File: src/rtl/watch_pkg.sv
// Shared types and limits for the watch time-setting controller.
package watch_pkg;

   // FSM encoding; SET states carry the same code as the field they select.
   typedef enum logic [1:0] {
      StRun   = 2'b00,
      StSetHh = 2'b01,
      StSetMt = 2'b10,
      StSetMu = 2'b11
   } state_e;

   localparam logic [1:0] SelNone = 2'b00;
   localparam logic [1:0] SelHh   = 2'b01;
   localparam logic [1:0] SelMt   = 2'b10;
   localparam logic [1:0] SelMu   = 2'b11;

   localparam logic [4:0] HH_MAX = 5'd23;
   localparam logic [2:0] MT_MAX = 3'd5;
   localparam logic [3:0] MU_MAX = 4'd9;

   // Out-of-range seeds from the running counters become 0.
   function automatic logic [4:0] clamp_hh(input logic [4:0] v);
      return (v > HH_MAX) ? 5'd0 : v;
   endfunction

   function automatic logic [2:0] clamp_mt(input logic [2:0] v);
      return (v > MT_MAX) ? 3'd0 : v;
   endfunction

   function automatic logic [3:0] clamp_mu(input logic [3:0] v);
      return (v > MU_MAX) ? 4'd0 : v;
   endfunction

   function automatic logic [4:0] inc_hh(input logic [4:0] v);
      return (v == HH_MAX) ? 5'd0 : v + 5'd1;
   endfunction

   function automatic logic [2:0] inc_mt(input logic [2:0] v);
      return (v == MT_MAX) ? 3'd0 : v + 3'd1;
   endfunction

   function automatic logic [3:0] inc_mu(input logic [3:0] v);
      return (v == MU_MAX) ? 4'd0 : v + 4'd1;
   endfunction

endpackage

File: src/rtl/btn_debounce.sv
// Push-button conditioner: 2-FF synchroniser, stability counter, rising-edge press pulse.
module btn_debounce #(
   parameter int unsigned DEBOUNCE_CYC = 328
) (
   input  logic clk_i,
   input  logic rstn_i,
   input  logic btn_i,
   output logic press_o
);

   localparam int unsigned CntW = $clog2(DEBOUNCE_CYC + 1);
   localparam logic [CntW-1:0] CntLast = CntW'(DEBOUNCE_CYC - 1);

   logic            sync1_q, sync1_d;
   logic            sync2_q, sync2_d;
   logic [CntW-1:0] cnt_q, cnt_d;
   logic            level_q, level_d;
   logic [1:0]      vld_q, vld_d;
   logic            armed_q, armed_d;
   logic            press_q, press_d;

   // Debounce counter, arming and press-pulse next state.
   always_comb begin
      sync1_d = btn_i;
      sync2_d = sync1_q;
      cnt_d   = cnt_q;
      level_d = level_q;
      if (sync2_q == level_q) begin
         cnt_d = '0;
      end else if (cnt_q == CntLast) begin
         cnt_d   = '0;
         level_d = sync2_q;
      end else begin
         cnt_d = cnt_q + 1'b1;
      end
      // vld marks the synchroniser output as meaningful after reset; a press is only
      // reported once the button has been seen released, so a held button gives no pulse.
      vld_d   = {vld_q[0], 1'b1};
      armed_d = armed_q | (vld_q[1] & ~sync2_q & ~level_q);
      press_d = armed_q & level_d & ~level_q;
   end

   // Button state registers.
   always_ff @(posedge clk_i or negedge rstn_i) begin
      if (!rstn_i) begin
         sync1_q <= 1'b0;
         sync2_q <= 1'b0;
         cnt_q   <= '0;
         level_q <= 1'b0;
         vld_q   <= 2'b00;
         armed_q <= 1'b0;
         press_q <= 1'b0;
      end else begin
         sync1_q <= sync1_d;
         sync2_q <= sync2_d;
         cnt_q   <= cnt_d;
         level_q <= level_d;
         vld_q   <= vld_d;
         armed_q <= armed_d;
         press_q <= press_d;
      end
   end

   assign press_o = press_q;

endmodule

File: src/rtl/watch_set_ctrl.sv
// Button-driven hh:mm time-setting controller (MODE/INC buttons, commit strobe, blink).
// Optional idle abort from SET states is enabled by defining WATCH_SET_TIMEOUT_EN.
module watch_set_ctrl
   import watch_pkg::*;
#(
   parameter int unsigned DEBOUNCE_CYC = 328,
   parameter int unsigned BLINK_DIV    = 8192,
   parameter int unsigned TIMEOUT_CYC  = 983040
) (
   input  logic       clk_i,
   input  logic       rstn_i,
   input  logic       bt0_i,
   input  logic       bt1_i,
   input  logic [4:0] cur_hhxx_i,
   input  logic [2:0] cur_xxmx_i,
   input  logic [3:0] cur_xxxm_i,
   output logic [4:0] cfg_hhxx_o,
   output logic [2:0] cfg_xxmx_o,
   output logic [3:0] cfg_xxxm_o,
   output logic       load_o,
   output logic [1:0] sel_o,
   output logic       blink_o
);

   localparam int unsigned BlinkW = $clog2(BLINK_DIV + 1);
   localparam logic [BlinkW-1:0] BlinkLast = BlinkW'(BLINK_DIV - 1);

   if (TIMEOUT_CYC == 0) begin : g_bad_timeout
      $error("TIMEOUT_CYC must be non-zero");
   end

   logic mode_p, inc_p, timeout, inc_hit;

   state_e            state_q, state_d;
   logic [4:0]        hh_q, hh_d;
   logic [2:0]        mt_q, mt_d;
   logic [3:0]        mu_q, mu_d;
   logic [4:0]        cfg_hh_q, cfg_hh_d;
   logic [2:0]        cfg_mt_q, cfg_mt_d;
   logic [3:0]        cfg_mu_q, cfg_mu_d;
   logic              load_q, load_d;
   logic [1:0]        sel_q, sel_d;
   logic              blink_q, blink_d;
   logic [BlinkW-1:0] bcnt_q, bcnt_d;

   btn_debounce #(
      .DEBOUNCE_CYC(DEBOUNCE_CYC)
   ) u_btn_mode (
      .clk_i  (clk_i),
      .rstn_i (rstn_i),
      .btn_i  (bt0_i),
      .press_o(mode_p)
   );

   btn_debounce #(
      .DEBOUNCE_CYC(DEBOUNCE_CYC)
   ) u_btn_inc (
      .clk_i  (clk_i),
      .rstn_i (rstn_i),
      .btn_i  (bt1_i),
      .press_o(inc_p)
   );

`ifdef WATCH_SET_TIMEOUT_EN
   localparam int unsigned IdleW = $clog2(TIMEOUT_CYC + 1);
   localparam logic [IdleW-1:0] IdleLast = IdleW'(TIMEOUT_CYC - 1);

   logic [IdleW-1:0] idle_q, idle_d;

   // Idle counter: cleared by any press or in RUN, saturates at the abort point.
   always_comb begin
      idle_d = idle_q;
      if (state_q == StRun || mode_p || inc_p) begin
         idle_d = '0;
      end else if (idle_q != IdleLast) begin
         idle_d = idle_q + 1'b1;
      end
      timeout = (state_q != StRun) && !mode_p && !inc_p && (idle_q == IdleLast);
   end

   // Idle counter register.
   always_ff @(posedge clk_i or negedge rstn_i) begin
      if (!rstn_i) begin
         idle_q <= '0;
      end else begin
         idle_q <= idle_d;
      end
   end
`else
   assign timeout = 1'b0;
`endif

   // FSM, edit registers and commit; MODE takes priority over INC.
   always_comb begin
      state_d  = state_q;
      hh_d     = hh_q;
      mt_d     = mt_q;
      mu_d     = mu_q;
      cfg_hh_d = cfg_hh_q;
      cfg_mt_d = cfg_mt_q;
      cfg_mu_d = cfg_mu_q;
      load_d   = 1'b0;
      inc_hit  = 1'b0;
      unique case (state_q)
         StRun: begin
            if (mode_p) begin
               state_d = StSetHh;
               hh_d    = clamp_hh(cur_hhxx_i);
               mt_d    = clamp_mt(cur_xxmx_i);
               mu_d    = clamp_mu(cur_xxxm_i);
            end
         end
         StSetHh: begin
            if (mode_p) begin
               state_d = StSetMt;
            end else if (timeout) begin
               state_d = StRun;
            end else if (inc_p) begin
               hh_d    = inc_hh(hh_q);
               inc_hit = 1'b1;
            end
         end
         StSetMt: begin
            if (mode_p) begin
               state_d = StSetMu;
            end else if (timeout) begin
               state_d = StRun;
            end else if (inc_p) begin
               mt_d    = inc_mt(mt_q);
               inc_hit = 1'b1;
            end
         end
         StSetMu: begin
            if (mode_p) begin
               state_d  = StRun;
               cfg_hh_d = hh_q;
               cfg_mt_d = mt_q;
               cfg_mu_d = mu_q;
               load_d   = 1'b1;
            end else if (timeout) begin
               state_d = StRun;
            end else if (inc_p) begin
               mu_d    = inc_mu(mu_q);
               inc_hit = 1'b1;
            end
         end
         default: state_d = StRun;
      endcase
   end

   // Blink phase: off in RUN, restarts high on SET entry and after each edit.
   always_comb begin
      blink_d = blink_q;
      bcnt_d  = bcnt_q;
      if (state_d == StRun) begin
         blink_d = 1'b0;
         bcnt_d  = '0;
      end else if (state_q == StRun || inc_hit) begin
         blink_d = 1'b1;
         bcnt_d  = '0;
      end else if (bcnt_q == BlinkLast) begin
         blink_d = ~blink_q;
         bcnt_d  = '0;
      end else begin
         bcnt_d = bcnt_q + 1'b1;
      end
   end

   // Field select trails the state register by one cycle.
   always_comb begin
      sel_d = SelNone;
      unique case (state_q)
         StRun:   sel_d = SelNone;
         StSetHh: sel_d = SelHh;
         StSetMt: sel_d = SelMt;
         StSetMu: sel_d = SelMu;
         default: sel_d = SelNone;
      endcase
   end

   // Controller state registers.
   always_ff @(posedge clk_i or negedge rstn_i) begin
      if (!rstn_i) begin
         state_q  <= StRun;
         hh_q     <= '0;
         mt_q     <= '0;
         mu_q     <= '0;
         cfg_hh_q <= '0;
         cfg_mt_q <= '0;
         cfg_mu_q <= '0;
         load_q   <= 1'b0;
         sel_q    <= SelNone;
         blink_q  <= 1'b0;
         bcnt_q   <= '0;
      end else begin
         state_q  <= state_d;
         hh_q     <= hh_d;
         mt_q     <= mt_d;
         mu_q     <= mu_d;
         cfg_hh_q <= cfg_hh_d;
         cfg_mt_q <= cfg_mt_d;
         cfg_mu_q <= cfg_mu_d;
         load_q   <= load_d;
         sel_q    <= sel_d;
         blink_q  <= blink_d;
         bcnt_q   <= bcnt_d;
      end
   end

   assign cfg_hhxx_o = cfg_hh_q;
   assign cfg_xxmx_o = cfg_mt_q;
   assign cfg_xxxm_o = cfg_mu_q;
   assign load_o     = load_q;
   assign sel_o      = sel_q;
   assign blink_o    = blink_q;

endmodule

File: config.mk
export PLATFORM = sky130hd
export DESIGN_NAME = watch_set_ctrl
export DESIGN_NICKNAME = d
export VERILOG_FILES = /design/src/rtl/watch_pkg.sv /design/src/rtl/btn_debounce.sv /design/src/rtl/watch_set_ctrl.sv
export SDC_FILE = /design/constraint.sdc
export NUM_CORES = 1
export LEC_CHECK = 0
export CAP_MARGIN = 20
export CORE_MARGIN = 1.5
export CORE_UTILIZATION = 56
export CTS_CLUSTER_SIZE = 25
export DETAILED_ROUTE_END_ITERATION = 10
export PLACE_DENSITY = 0.78
export SLEW_MARGIN = 25
export SYNTH_ARGS = -nofsm -noshare
export SYNTH_HDL_FRONTEND = slang
export SYNTH_SLANG_ARGS = --single-unit
File: constraint.sdc
create_clock -name clk_i -period 4.81 [get_ports clk_i]
set_input_delay 0.962 -clock clk_i [delete_from_list [all_inputs] [get_ports clk_i]]
set_output_delay 0.962 -clock clk_i [all_outputs]
set_load 0.005 [all_outputs]
## After elaboration in Yosys (flattened, before gate mapping)

Cells that the tools add are included.

- Bits in registers: 76
- Latch bits: 0
- Bits in writable memories: 0
- Bits in read-only memories: 0
- Input bits: 16
- Output and inout port bits: 16
- Word-level logic and storage cells: 122
- Memories: 0

- $add $sub $neg: 6
- Multiply operators: 0
- Div/mod/pow operators: 0
- Order comparisons: 3
- Equal/unequal tests: 18
- Shift-type cells: 0
- Multiplexer cells: 43
- Bitwise logic cells: 15
- Reductions and logical operators: 12

Operator list:

| operator | number |
|---|---|
| 14-bit two-way mux | 3 |
| 9-bit two-way mux | 4 |
| 5-bit two-way mux | 5 |
| 4-bit two-way mux | 5 |
| 9-bit by 1-bit adder with 9-bit output (second input constant) | 2 |
| 9-bit == test (second input constant) | 2 |
| 2-bit one-hot mux with 4 select lines | 2 |
| 3-bit two-way mux | 5 |
| 14-bit by 1-bit adder with 14-bit output (second input constant) | 1 |
| 14-bit by 13-bit == test with 1-bit output (second input constant) | 1 |
| 1-bit two-way mux | 12 |
| 4-bit AND reduction | 3 |
| 5-bit one-hot mux with 2 select lines | 1 |
| 1-bit bitwise AND | 8 |
| 2-bit two-way mux | 4 |
| 2-bit by 1-bit != test with 1-bit output (second input constant) | 4 |
| 4-bit one-hot mux with 2 select lines | 1 |
| 2-bit != test (second input constant) | 3 |
| 3-bit one-hot mux with 2 select lines | 1 |
| 2-bit nonzero test | 3 |
| 5-bit by 1-bit adder with 5-bit output (second input constant) | 1 |
| 5-bit == test (second input constant) | 1 |
| 5-bit greater-than comparator (second input constant) | 1 |
| 1-bit NOT | 5 |
| 15 further kinds | 19 |

## Depth between registers and ports, before layout

Gate-level depths: netlist (run 1).

- Word-level depth: 6
- Depth in mapped cells: 7
- Mapped depth without buffers: 6

## By module

A second synthesis (run 1) with hierarchy kept.

- Cells, all modules: 320
- Area total of the unflattened synthesis: 3582.2 um^2

Modules (own cells, without submodules):

| module | times used | cells an instance | area an instance (um^2) | sequential area each (um^2) |
|---|---|---|---|---|
| watch_set_ctrl | 1 | 208 | 2213.4 | 1101.1 |
| btn_debounce | 2 | 56 | 684.4 | 400.4 |

## Worst setup path before layout (run 1)

OpenSTA, ideal clock, no wires.

- Path kind: register to register
- Start: register bcnt_q[0]
- End: register blink_q, in the netlist blink_o
- Library setup time: 121 ps
- Arrival: 1558 ps
- Required time: 4689 ps
- Slack: 3131 ps
- Stages on the path, launching flop included: 7
- Path buffers: 0
- Clock period less this slack: 1679 ps
- Cells stage by stage: dfrtp_1 > ha_1 > nand4_2 > nor4_2 > xnor2_1 > a21oi_1 > a22o_1

- Cells in the longest elaborated chain, start to end: 2

RTL lines:

| item | RTL line | text |
|---|---|---|
| start, declared | watch_set_ctrl.sv:44 | `logic [BlinkW-1:0] bcnt_q, bcnt_d;` |
| start signal, assigned | watch_set_ctrl.sv:206 | `bcnt_q <= bcnt_d;` |
| 14-bit by 13-bit == test with 1-bit output | watch_set_ctrl.sv:161 | `end else if (bcnt_q == BlinkLast) begin` |
| 3-bit nonzero test (no line) | -- |  |
| end signal, assigned | watch_set_ctrl.sv:205 | `blink_q <= blink_d;` |
| end, declared | watch_set_ctrl.sv:43 | `logic blink_q, blink_d;` |

Every way passes these cells.
A chain may end at the register's enable or synchronous reset.

## Final worst setup path (run 1)

- Start: register blink_q, in the netlist blink_o
- End: output blink_o

RTL lines:

| item | RTL line | text |
|---|---|---|
| end, declared | watch_set_ctrl.sv:22 | `output logic blink_o` |

No word-level cell between the ends.

==> results of run 1 <==
==> placed cells by master (no fill, tap or decap), drive strengths merged, types with 5 or more instances in the layout <==
cell type	netlist	routed
a21oi	15	15
and2	5	5
and3	5	5
clkbuf	3	11
clkdlybuf4s50	0	30
dfrtp	74	74
inv	7	7
mux2	14	14
nand2	14	14
nand3	17	17
nand4	7	7
nor2	47	47
nor2b	5	5
nor3b	5	5
o21ai	6	6
xnor2	12	12
xor2	20	20
==> kinds of logic after synthesis <==
group / Yosys count / synth area share [%]
simple gates: 122 / 20.9
flops: 74 / 54.0
compound gates: 39 / 7.73
xor+xnor: 32 / 8.17
mux: 16 / 5.18
buf+inv: 16 / 2.52
fa+ha+maj: 4 / 1.46
other cells: 1 / 0.109
==> state kept, by name (all words and copies together), names as in the netlist <==
signal              cells
bcnt_q                 14
u_btn_inc.sync1_q       1
sel_o                   2
u_btn_inc.press_o       1
u_btn_inc.vld_q         2
hh_q                    5
u_btn_inc.sync2_q       1
u_btn_inc.armed_q       1
u_btn_mode.level_q      1
mt_q                    3
load_o                  1
u_btn_mode.sync2_q      1
u_btn_mode.armed_q      1
blink_o                 1
u_btn_mode.cnt_q        9
u_btn_inc.level_q       1
u_btn_mode.press_o      1
state_q                 2
mu_q                    4
u_btn_mode.sync1_q      1
cfg_xxxm_o              4
cfg_hhxx_o              5
cfg_xxmx_o              3
u_btn_inc.cnt_q         9
==> synth_stat cells, types with 3 or more instances <==
master    count  share of area (%)
clkbuf_1      3               0.33
nor4b_1       3               0.77
ha_1          4                1.5
nor4_1        3               0.55
inv_1         7               0.77
xnor2_1      12                3.1
nand4_1       6                1.1
nor2_4        9                3.0
a22o_1        3               0.77
xor2_1       20                5.1
nand2_1      13                1.4
a31oi_1       3               0.55
mux2_2       14                4.6
nor3_1        3               0.44
nand3_1      17                2.5
and2_1        5               0.91
o21ai_0       6               0.88
nor2_1       36                3.9
nand2b_1      3               0.55
a21oi_1      14                2.0
nor2b_1       5               0.91
nor3b_1       5                1.1
a21o_1        3               0.66
dfrtp_1      74                 54
and3_1        5               0.91
==> worst min-delay path by stage <==
stage,end,slack (ps),cells past startpoint
after floorplan,u_btn_inc.sync2_q$_DFF_PN0_,330,0
after global placement,u_btn_mode.sync2_q$_DFF_PN0_,330,0
after detailed placement,u_btn_inc.sync2_q$_DFF_PN0_,330,0
after CTS,u_btn_inc.sync2_q$_DFF_PN0_,350,0
after global routing,u_btn_mode.sync2_q$_DFF_PN0_,360,0
final,u_btn_inc.sync2_q$_DFF_PN0_,350,0
==> through the flow <==
step	std cells	utilization (%)	hold WS (ps)	cell area, sq um
floorplan	304	-	331	3430
global placement	403	63.9	333	3780
detailed placement	403	63.9	335	3780
CTS	417	66.6	351	3940
global route	417	66.6	362	3940
finish	417	66.6	349	3940
==> area by class of cell <==
class	count	share of cell area [%]
multi-input cells	214	37.8
well taps	75	2.38
repair buffers	32	7.99
clock inverters	3	0.444
flip-flops and latches	74	47.0
clock buffers	11	3.59
inverters	8	0.793
==> per-layer routing <==
layer | track usage, % | up-vias | wire [um]
met4 | 10.3 | 0 | 115
met1 | 25.3 | 1117 | 2700
met5 | 0 | - | 0
met3 | 3.48 | 12 | 178
met2 | 32.1 | 37 | 2800
li1 | - | 1122 | -
==> power by group through the flow <==
stage | clock, mW | combinational [mW] | sequential (mW)
6_report | 0.404 | 0.0415 | 0.634
3_5_place_dp | 0 | 0.0425 | 0.646
2_1_floorplan | 0 | 0.0137 | 0.645
3_3_place_gp | 0 | 0.0418 | 0.646
5_1_grt | 0.437 | 0.0477 | 0.635
4_1_cts | 0.414 | 0.0427 | 0.634
==> impl_metrics.csv, run 1 <==
group,metric,value,unit
cells_and_area,antenna_cells,0,
cts,cts-htree-levels,3,
pwr,ir_worst_vdd,178,uV
timing,period_share,45.4,%
setup_path,critPathMaxStageDelay,510,ps
timing,slew_viol_final,0,
placement,io_buffers,31,
grt,grt_pass1_vias,2262,
cts,ctsHoldBuffers,0,
yosys,postSynthCellCount,304,
pwr,p_sw,238,uW
die,core_area,5920,sq um
setup_path,required,3850,ps
grt,grt_pass1_wl,9.87,mm
timing,fin_crit,2180,ps
setup_path,timing.rr.end,"bcnt_q[2]$_DFF_PN0_",
pwr,netSwitchingFraction,22.1,%
cells_and_area,drive_gt1_share,14.3,%
timing,fin_skew,4.36,ps
setup_path,startpoint_type,"flip-flop",
cts,post_cts_resized,0,
grt,grt_overflow,0,
cells_and_area,fin_nets,359,
yosys,syn-num-nets,324,
setup_path,path_cells,"clkdlybuf4s50_1",
worst_hold_path,hp-start,"u_btn_inc.sync1_q$_DFF_PN0_",
cts,post_cts.repair.setup_buffers,0,
yosys,synth.distinct_cells,49,
route,dr.pass1.iters,4,
setup_path,critPathMaxFanout,2,
timing,timing.fmax,458,MHz
route,drc_errors,0,
timing,hold_viol,0,
pwr,power_density,274,nW/um^2
setup_path,rrSetupSlack,2880,ps
route,routed_wl,5.80,mm
cts,cts_tree,"built",
route,vias,2288,
pwr,p_int,841,uW
yosys,seq_area_frac_synth,54.0,%
pwr,p_seq_share,58.8,%
timing,finalSetupViolations,0,
cts,cts_sinks,74,
yosys,ys_ff_latch,74,
cts,cts_inserted_buffers,9,
cells_and_area,synthToLayoutAreaGrowth,15.0,%
die,ios,32,
pwr,power.leakage,1.68,nW
timing,setup_tns,0,ps
route,vias_per_cell,5.49,
placement,dp_hpwl,4.13,mm
cts,clock_latency,340,ps
placement,gp_congestion,0.804,
outcome,status,"finished clean",
cts,clk_path_buf_depth,2,
cts,clk_pin_slew,70,ps
yosys,synth_edf_count,0,
yosys,yosysWarningCount,0,
pwr,p_clk_share,37.4,%
setup_path,critPathLaunch,"blink_o$_DFFE_PN0P_",
grt,track_usage,19.8,%
setup_path,endpoint_kind,"output port",
yosys,syn_avg_cell_area,11.3,sq um
setup_path,crit_end,"blink_o",
worst_hold_path,hold_path.class,"flip-flop to flip-flop",
setup_path,path_depth,1,
timing,slew_headroom,63.6,%
timing,tightest_slew,547,ps
grt,antenna_found_initial,0,
cells_and_area,seqCellArea,1850,sq um
yosys,synth_ff_type,"dfrtp_1",
die,chipHeight,81.3,um
pwr,power,1.08,mW
die,die_area,6600,sq um
yosys,syn_area,3430,sq um
placement,dp_slack,2650,ps
route,wl_per_cell,13.9,um
setup_path,cpLargestDelayFamily,"buffers and inverters",
cells_and_area,n_fill_cell,470,
setup_path,path_class,"flip-flop to output port",
cells_and_area,multiInputGateArea,1490,sq um
die,start_util,57.9,%
setup_path,cp_num_buf_inv,1,
setup_path,worstPathArrival,1220,ps
job,drv_cap,0,
die,die_w,81.3,um
setup_path,r2r-start,"state_q[1]$_DFF_PN0_",
setup_path,worst_path_max_delay_cell,"clkdlybuf4s50_1",
timing,setup_ws,2630,ps
die,num_rows,28,
pwr,comb_power_share,3.8,%
yosys,synth-async-reset-ratio,100,%
route,ant_nets,0,
timing,rsz0062_at_grt,"false",
grt,grt_max_degree,44,
route,drt_iter0_drc,123,
setup_path,rr_worst_depth,5,
cts,cts_root_buffer,"clkbuf_8",
No activity file was read; power rests on OpenSTA's default activity.
==> run 2, diff against run 1 <==
--- a/config.mk
+++ b/config.mk
@@ -7,10 +7,10 @@
 export LEC_CHECK = 0
 export CAP_MARGIN = 20
 export CORE_MARGIN = 1.5
-export CORE_UTILIZATION = 56
+export CORE_UTILIZATION = 51
 export CTS_CLUSTER_SIZE = 25
 export DETAILED_ROUTE_END_ITERATION = 10
-export PLACE_DENSITY = 0.78
+export PLACE_DENSITY = 0.75
 export SLEW_MARGIN = 25
 export SYNTH_ARGS = -nofsm -noshare
 export SYNTH_HDL_FRONTEND = slang
==> constraint.sdc (replaced) <==
create_clock -name clk_i -period 1.8 [get_ports clk_i]
set_input_delay 0.36 -clock clk_i [delete_from_list [all_inputs] [get_ports clk_i]]
set_output_delay 0.36 -clock clk_i [all_outputs]
set_load 0.005 [all_outputs]
==> run 2 against run 1 <==
Effect of this change:
- the flow now finishes with violations (DRC)
- clock skew up 2.7 ps
- power increased to 2.7 times the previous value
- register-to-register slack worse by 2700 ps
- worst setup slack worse by 2500 ps
- hold slack worse by 330 ps
- via count rose by 2.2%
- final cell count grew 2.4%
- clock-buffer cell count rose by 2
- clock power grew to 2.7 times the previous value
==> impl_metrics.csv, run 2 (synthesis results as in run 1) <==
group,metric,value,unit
grt,grt_pass1_vias,2337,
timing,finalSetupViolations,0,
pwr,power.leakage,1.73,nW
cts,post_cts.repair.setup_buffers,0,
cells_and_area,largest_reg_flops,14,
cts,cts_inserted_buffers,9,
setup_path,critPathMaxStageDelay,530,ps
placement,place_area,3860,sq um
cts,ctsHoldBuffers,0,
worst_hold_path,hold_path.class,"primary input to asynchronous set/reset pin",
route,routed_wl,6.00,mm
route,ant_nets,0,
route,drt_iter0_drc,67,
route,drc_errors,6,
placement,gp_congestion,0.788,
route,wl_per_cell,14.1,um
timing,whs,15.8,ps
route,vias,2339,
setup_path,cp_num_buf_inv,1,
outcome,status,"complete, but fails checks",
cells_and_area,layout_commonest_cell,"dfrtp_1",
setup_path,worst_path_max_delay_cell,"clkdlybuf4s50_1",
placement,dp.cells,414,
grt,met2_usage,31.4,%
grt,track_usage,18.6,%
pwr,netSwitchingFraction,21.2,%
setup_path,path_cells,"clkdlybuf4s50_1",
pwr,comb_power_share,4.0,%
cells_and_area,final_area,4050,sq um
placement,io_buffers,31,
cts,clk_path_buf_depth,2,
route,dr.pass1.iters,7,
setup_path,worstPathArrival,1270,ps
pwr,power,2.90,mW
placement,dp_hpwl,4.13,mm
route,vias_per_cell,5.48,
cells_and_area,layout_common_cells,"dfrtp_1 (74), nor2_1 (36), clkdlybuf4s50_1 (30)",
pwr,p_clk_share,37.6,%
pwr,power_density,718,nW/um^2
pwr,p_sw,616,uW
cts,clock_latency,340,ps
cells_and_area,drive_gt1_share,16.9,%
job,drv_cap,0,
setup_path,required,1440,ps
cts,cts_tree,"built",
die,start_util,53.4,%
timing,hold_viol,0,
die,chipHeight,85.0,um
cells_and_area,antenna_cells,0,
pwr,p_seq_share,58.4,%
die,die_w,85.0,um
timing,period_share,90.7,%
grt,antenna_found_initial,0,
cts,clk_pin_slew,70,ps
pwr,ir_worst_vdd,505,uV
timing,rsz0062_at_grt,"false",
setup_path,path_class,"flip-flop to output port",
cells_and_area,top_register,"bcnt_q",
grt,grt_overflow,0,
die,ios,32,
cells_and_area,final_util,63.0,%
cts,cts_sinks,74,
placement,dp_slack,71.8,ps
die,core_area,6420,sq um
grt,grt_use_met3,3.99,%
setup_path,startpoint_type,"flip-flop",
cells_and_area,top_regs,"bcnt_q (14), u_btn_inc.cnt_q (9), u_btn_mode.cnt_q (9)",
cells_and_area,fin_nets,368,
setup_path,cpLargestDelayFamily,"buffers and inverters",
timing,fin_skew,7.04,ps
die,num_rows,29,
setup_path,critPathMaxFanout,2,
timing,setup_ws,167,ps
pwr,p_int,2.29,mW
die,die_area,7230,sq um
cts,cts_root_buffer,"clkbuf_8",
timing,timing.fmax,613,MHz
cells_and_area,instances_no_fill,427,
timing,setup_tns,0,ps
cells_and_area,synthToLayoutAreaGrowth,17.9,%
grt,grt_max_degree,75,
cts,cts-htree-levels,3,
outcome,violations,"DRC",
timing,slew_viol_final,0,
grt,grt_pass1_wl,10.4,mm
timing,fin_crit,1630,ps
cts,post_cts_resized,0,
grt,met1_usage,22.9,%
setup_path,endpoint_kind,"output port",
grt,grt.busiest_layer,"met2",
## run 2: power groups by stage
stage | Clock, mW | Sequential [mW] | Combinational, mW
floorplan | 0 | 1.72 | 0.0367
global placement | 0 | 1.73 | 0.116
detailed placement | 0 | 1.73 | 0.118
CTS | 1.13 | 1.70 | 0.119
global route | 1.20 | 1.70 | 0.133
finish | 1.09 | 1.70 | 0.115
## run 2: layout make-up
type	count	area [sq um]
well taps	77	96.3
inverters	8	31.3
flip-flops and latches	74	1850
fillers	516	2380
repair buffers	41	393
clock buffers	13	159
multi-input cells	214	1510
## run 2: path summary, 6_finish.rpt
kind	slack, ps	depth (start not counted)	start	end
max	170	1	blink_o$_DFFE_PN0P_	blink_o
min	20	2	rstn_i	bcnt_q[3]$_DFF_PN0_
max reg2reg	170	5	state_q[1]$_DFF_PN0_	bcnt_q[2]$_DFF_PN0_
min reg2reg	350	0	u_btn_inc.sync1_q$_DFF_PN0_	u_btn_inc.sync2_q$_DFF_PN0_
max in group asynchronous	1440	2	rstn_i	u_btn_inc.cnt_q[3]$_DFF_PN0_
min in group clk_i	350	0	u_btn_inc.sync1_q$_DFF_PN0_	u_btn_inc.sync2_q$_DFF_PN0_
## run 2: layer usage
| metal | vias to the layer above | part of all wire, % |
|---|---|---|
| li1 | 1134 | - |
| met1 | 1156 | 44 |
| met2 | 40 | 51 |
| met3 | 9 | 3.6 |
| met4 | 0 | 1.8 |
| met5 | - | 0 |
